## config.mk

```make
export PLATFORM = sky130hd
export DESIGN_NAME = execute_hazard_ctrl
export DESIGN_NICKNAME = d
export VERILOG_FILES = /design/src/rtl/execute_hazard_ctrl.sv
export SDC_FILE = /design/constraint.sdc
export NUM_CORES = 1
export LEC_CHECK = 0
export BUFFER_PORTS_ARGS = -buffer_cell sky130_fd_sc_hd__buf_2
export CAP_MARGIN = 10
export CORE_MARGIN = 4
export CORE_UTILIZATION = 35
export CTS_CLUSTER_DIAMETER = 200
export CTS_CLUSTER_SIZE = 40
export DETAILED_ROUTE_END_ITERATION = 12
export HOLD_SLACK_MARGIN = 0.15
export PLACE_DENSITY = 0.69
export SYNTH_ARGS = -nofsm -noshare
export SYNTH_HDL_FRONTEND = slang
export SYNTH_SLANG_ARGS = --single-unit
```

## constraint.sdc

```tcl
create_clock -name clock -period 2.09 [get_ports clock]
set_input_delay 0.1045 -clock clock [delete_from_list [all_inputs] [get_ports clock]]
set_output_delay 0.1045 -clock clock [all_outputs]
set_load 0.1 [all_outputs]
```

## src/rtl/execute_hazard_ctrl.sv

```systemverilog
// Execute-stage pipeline sequencer. It produces the PC, F-D and D-X stall and
// flush controls for three cases: branch/jump redirects, load-use hazards and
// multi-cycle mult/div operations. It also runs the mult/div start/wait
// handshake, with a timeout, and keeps saturating performance counters.
module execute_hazard_ctrl #(
  parameter int unsigned MD_TIMEOUT = 64,
  parameter int unsigned CNT_W      = 16
) (
  input  logic             clock,
  input  logic             reset_n,
  input  logic             dx_valid,
  input  logic [4:0]       dx_opcode,
  input  logic [4:0]       dx_ALU_op,
  input  logic [4:0]       dx_rd,
  input  logic [4:0]       fd_rs,
  input  logic [4:0]       fd_rt,
  input  logic             take_branch,
  input  logic             is_jump,
  input  logic             md_ready,
  output logic             md_start,
  output logic             stall_pc,
  output logic             stall_fd,
  output logic             stall_dx,
  output logic             flush_fd,
  output logic             flush_dx,
  output logic             md_wb,
  output logic             md_error,
  output logic [CNT_W-1:0] stall_cycles,
  output logic [CNT_W-1:0] flush_count
);

  localparam int unsigned TW = (MD_TIMEOUT > 1) ? $clog2(MD_TIMEOUT) : 1;

  typedef enum logic [1:0] {RUN, MD_WAIT, MD_DONE} state_t;

  state_t        state;
  logic [TW-1:0] cnt;

  logic md_op;
  logic is_lw;
  logic redirect;
  logic load_use;

  // Decode the hazard sources from the D-X and F-D latch contents
  always_comb begin
    md_op    = dx_valid && (dx_opcode == 5'b00000) &&
               ((dx_ALU_op == 5'b00110) || (dx_ALU_op == 5'b00111));
    is_lw    = (dx_opcode == 5'b01000);
    redirect = dx_valid && (take_branch || is_jump);
    load_use = dx_valid && is_lw && (dx_rd != 5'd0) &&
               ((dx_rd == fd_rs) || (dx_rd == fd_rt));
  end

  // Pipeline controls come from state and inputs; all are forced low while
  // reset is held
  always_comb begin
    md_start = 1'b0;
    stall_pc = 1'b0;
    stall_fd = 1'b0;
    stall_dx = 1'b0;
    flush_fd = 1'b0;
    flush_dx = 1'b0;
    md_wb    = 1'b0;
    if (reset_n) begin
      unique case (state)
        RUN: begin
          if (redirect) begin
            flush_fd = 1'b1;
            flush_dx = 1'b1;
          end else if (md_op) begin
            md_start = 1'b1;
            stall_pc = 1'b1;
            stall_fd = 1'b1;
          end else if (load_use) begin
            stall_pc = 1'b1;
            stall_fd = 1'b1;
            flush_dx = 1'b1;
          end
        end
        MD_WAIT: begin
          stall_pc = 1'b1;
          stall_fd = 1'b1;
          stall_dx = 1'b1;
        end
        MD_DONE: begin
          md_wb    = 1'b1;
          flush_dx = 1'b1;
        end
        default: ;
      endcase
    end
  end

  // Mult/div handshake sequencing, wait timeout and the sticky error flag
  always_ff @(posedge clock or negedge reset_n) begin
    if (!reset_n) begin
      state    <= RUN;
      cnt      <= '0;
      md_error <= 1'b0;
    end else begin
      unique case (state)
        RUN: begin
          if (!redirect && md_op) begin
            state <= MD_WAIT;
            cnt   <= '0;
          end
        end
        MD_WAIT: begin
          if (md_ready) begin
            state <= MD_DONE;
          end else if (cnt == TW'(MD_TIMEOUT - 1)) begin
            md_error <= 1'b1;
            state    <= RUN;
          end else begin
            cnt <= cnt + 1'b1;
          end
        end
        MD_DONE: state <= RUN;
        default: state <= RUN;
      endcase
    end
  end

  // Saturating performance counters; flush_fd is raised only by a redirect
  always_ff @(posedge clock or negedge reset_n) begin
    if (!reset_n) begin
      stall_cycles <= '0;
      flush_count  <= '0;
    end else begin
      if (stall_pc && (stall_cycles != '1)) stall_cycles <= stall_cycles + 1'b1;
      if (flush_fd && (flush_count != '1))  flush_count  <= flush_count + 1'b1;
    end
  end

endmodule

```

**Word level (Yosys, flattened, before mapping)**

Index checks and enable logic that the tools add are counted.

- Logic and storage cells: 71
- Flip-flop bits (word level): 41

- Add/subtract/negate cells: 3
- Mux-type cells: 28
- Reduce and logical (&&, ||, !) cells: 20
- Bitwise operators: 1
- Equality and inequality tests: 14

Operator list:

| kind | count |
|---|---|
| $add 16x1->16 const B | 2 |
| $ne 16x16->1 const B | 2 |
| $mux 1 | 18 |
| $mux 6 | 3 |
| $pmux 6 s2 | 1 |
| $eq 5x3->1 const B | 2 |
| $eq 5x5->1 | 2 |
| $logic_and 1x1->1 | 9 |
| $add 6x1->6 const B | 1 |
| $eq 6x6->1 const B | 1 |
| $mux 2 | 3 |
| $ne 2x2->1 const B | 3 |
| $eq 5x4->1 const B | 1 |
| $logic_not 5->1 | 1 |
| $reduce_bool 5->1 | 1 |
| $pmux 1 s2 | 2 |
| $pmux 2 s2 | 1 |
| $reduce_and 4->1 | 1 |
| $logic_or 1x1->1 | 3 |
| $ne 3x3->1 const B | 1 |
| $reduce_and 3->1 | 1 |
| $eq 2x1->1 const B | 1 |
| $eq 2x2->1 const B | 1 |
| $logic_not 2->1 | 1 |
| other kinds (4) | 4 |

**Longest topological paths before layout**

- Depth in word-level cells: 10
- Depth in mapped cells: 9
- Gate-level depth less buffers: 7

**Least setup slack after synthesis**

Ideal clock, no wire load.

- Path type: register -> register
- Start: register stall_cycles[0]
- End: register stall_cycles[1]
- Cell stages (with the launch flop): 9
- Setup slack: -626 ps
- Setup time: 128 ps
- Data required time: 1962 ps
- Arrival: 2587 ps
- Cell sequence: dfrtp_1 -> ha_1 -> and4_1 -> and3_1 -> inv_1 -> or3_1 -> buf_2 -> nand2_1 -> mux2_1

- Longest elaborated chain between the ends: 2
- Elaborated cells on any way between the ends: 3
- Those cells by class: add/sub: 1; eq/ne: 1; reduce/logical: 1

Ends and longest elaborated chain:

| item | RTL line | RTL |
|---|---|---|
| start: declaration | 28 | `output logic [CNT_W-1:0] stall_cycles,` |
| start signal: assignment | 130 | `if (stall_pc && (stall_cycles != '1)) stall_cycles <= stall_cycles + 1'b1;` |
| branches (longest 2 deep; another with $add 16x1->16) | -- |  |

Several ways; the timed one is not identified.
A chain may end at the register's enable or synchronous reset.

**Worst setup path after layout**

Same ends and word-level chain as after synthesis.

==> flow_summary.yaml <==
power_and_ir_drop:
  clockPowerShare: 0.260
  leakagePower_nw: 1.369
  power.density_nw_per_um2: 746.0
  power.internal_mw: 1.311
  pwr-share-comb: 0.309
  power_frac_seq: 0.431
  sw_frac_of_total: 0.4020
  peakVddDrop_uv: 813.9
  power_switching_mw: 0.8814
synth:
  synth_cell_types: 37
  yosys.area_share.adder: 0.01709
  avgSynthCellArea_um2: 10.51
  yosys_register_bits: 41
  yosysSeqAreaShare: 0.4672
  muxShareOfSynthArea: 0.02051
  syn_inst: 209
  synth_compound_area_frac: 0.02735
  yosys_warnings: 0
  yosys.area_share.simple: 0.2735
  synth_top_family_by_area: "simple AND/OR/NAND/NOR gates"
  synth_xor_area_frac: 0.1715
  syn_nets: 243
  syn-cell-area_um2: 2196
detailed_routing:
  ant_nets: 0
  drc: 0
  vias: 1802
  drt_iter0_drc: 60
  avgRoutedWirePerCell_um: 13.53
  firstDrtPassIters: 4
  vias_per_cell: 4.910
  route.final.wire_length_um: 4965
grt:
  grt_max_degree: 23
  grt.total_usage: 0.1390
  grt_pass1_wl_um: 8328
  grt_pass1_vias: 1811
  grt-ovfl-total: 0
  antenna_found_initial: 0
floorplan:
  rows: 28
  initial_utilization: 0.3665
  die_x_um: 87.21
  die_height_um: 87.21
  core-area_um2: 5991
  die_area_um2: 7605
  ioPinCount: 71
final_layout:
  area_growth_pct: 33.85
  final_cell_mix: "65 x buf_2, 33 x xnor2_1, 22 x dfrtp_2"
  nets: 325
  finalInstanceArea_um2: 2939
  n_antenna_cell: 0
  drive_gt1_frac: 0.4726
  final_common_cell: "buf_2"
timing:
  relSlewSlack: 0.6624
  finalCritPeriodShare: 0.9354
  fmax_mhz: 511.5
  worst_slack_ns: 0.1351
  clock_skew_ns: 0.005030
  finalSetupViolCount: 0
  maxSlewViolCount: 0
  worstMarginPinSlew_ns: 0.5100
  finalHoldViolCount: 0
  grt_setup_unrepaired: "false"
  period_needed_ns: 1.955
place:
  dpl-instance-area_um2: 2790
  port_buffers: 69
  pre_cts_slack_ns: 0.08974
  gp_congestion: 0.8090
  hpwl_um: 3828
setup_path:
  worstPathRequired_ns: 2.26
  start_kind: "flip-flop"
  cp_max_fo: 5
  worstSetupPathType: "flip-flop to flip-flop"
  worstPathArrival_ns: 2.13
  end_kind: "flip-flop"
status:
  outcome: "complete, no violations"
clocking:
  clk_pin_slew_ns: 0.08
  clk_latency_ns: 0.29
  cts_tree: "yes"
  cts_max_path_buffers: 2
  cts_sinks: 41
  cts_max_level: 2
  root_buffer: "clkbuf_8"
  numCtsBuffers: 5
hold_path:
  hold_class: "input port to asynchronous set/reset pin"
flow_run:
  cap_viol_max_count: 0
## worst max-delay path, cell delays in order (launching register included)
cell	delay, ns
dfrtp_4	0.45
ha_4	0.14
and4_1	0.21
and3_4	0.22
inv_2	0.03
or3_1	0.32
nand2_1	0.14
mux2_1	0.33
## synth_stat cells (all sizes together)
library cell | number | area share
a211o | 1 | 0.0080
a21o | 1 | 0.0034
a31oi | 2 | 0.0085
and2 | 4 | 0.011
and3 | 13 | 0.037
and4 | 3 | 0.013
buf | 4 | 0.016
dfrtp | 41 | 0.47
ha | 3 | 0.017
inv | 4 | 0.0068
mux2 | 4 | 0.021
nand2 | 20 | 0.034
nand2b | 2 | 0.0057
nand3 | 17 | 0.059
nand4 | 13 | 0.040
nand4b | 1 | 0.0040
nor2 | 17 | 0.030
nor2b | 1 | 0.0029
nor3 | 7 | 0.016
nor4b | 1 | 0.0040
nor4bb | 1 | 0.0046
o21ai | 2 | 0.0046
o22ai | 1 | 0.0029
or3 | 2 | 0.0080
or4 | 1 | 0.0034
xnor2 | 33 | 0.13
xor2 | 10 | 0.040
## cell type report
cell class	instances	area, µm²
well taps	75	93.84
inverters	4	15.01
multi-input cells	160	1164
clock buffers	7	96.34
fillers	557	3052
clock inverters	1	5.005
repair buffers	79	485.5
flip-flops and latches	41	1080
## final timing paths
check	start	endpoint	slack, ns	cells after the start
worst max register to register	stall_cycles[0]$_DFFE_PN0P_	stall_cycles[1]$_DFFE_PN0P_	0.14	7
worst max-delay path	stall_cycles[0]$_DFFE_PN0P_	stall_cycles[1]$_DFFE_PN0P_	0.14	7
min in group clock	dx_ALU_op[4]	cnt[2]$_DFFE_PN0P_	0.36	5
worst min-delay path	reset_n	state[0]$_DFFE_PN0P_	0.31	2
worst min register to register	md_error$_DFFE_PN0P_	md_error$_DFFE_PN0P_	0.48	1
max in group asynchronous	reset_n	flush_count[8]$_DFFE_PN0P_	1.18	3
## power groups by stage
stage / clock network [mW] / registers [mW] / logic [mW]
after floorplan: 0 / 1.34 / 0.135
after global placement: 0 / 0.956 / 0.668
after detailed placement: 0 / 0.961 / 0.677
after CTS: 0.600 / 0.945 / 0.682
after global routing: 0.633 / 0.958 / 0.713
final: 0.571 / 0.944 / 0.677
## layer usage
metal / global-route usage / up-vias / wire length (µm)
met4: 0.04881 / 0 / 65
met2: 0.2374 / 38 / 2486
met1: 0.1708 / 869 / 2150
met5: 0 / - / 0
li1: - / 888 / -
met3: 0.03311 / 7 / 262
## metrics by stage
step / hold WS, ns / setup TNS, ns / cells / util / total power [mW]
final: 0.3058 / 0 / 367 / 0.4906 / 2.193
after global routing: 0.3240 / 0 / 367 / 0.4906 / 2.303
after CTS: 0.2825 / 0 / 367 / 0.4883 / 2.227
after detailed placement: -0.03831 / 0 / 356 / 0.4657 / 1.639
after global placement: -0.04302 / 0 / 356 / 0.4657 / 1.624
after floorplan: -0.1911 / -0.1568 / 209 / - / 1.478
## registers in the layout, indices dropped and copies added (netlist names)
signal and flops:
state 2, cnt 6, flush_count 16, md_error 1, stall_cycles 16
## repair_timing
item | CTS | global route
buffers inserted | 1 | 0
gates resized for setup | 1 | 2
hold buffers | 2 | 0
endpoints found under the hold margin | 42 | 0
pin swaps | 1 | 0
cloned | 0 | 0
setup endpoints to repair | 2 | 2
## logic make-up (layout without fill, tap and decap cells)
logic type	after synthesis	in the layout
xor+xnor	43	43
buf+inv	8	91
flops	41	41
fa+ha+maj	3	3
mux	4	4
compound gates	7	7
simple gates	103	103
Power figures use the tool's default switching activity.
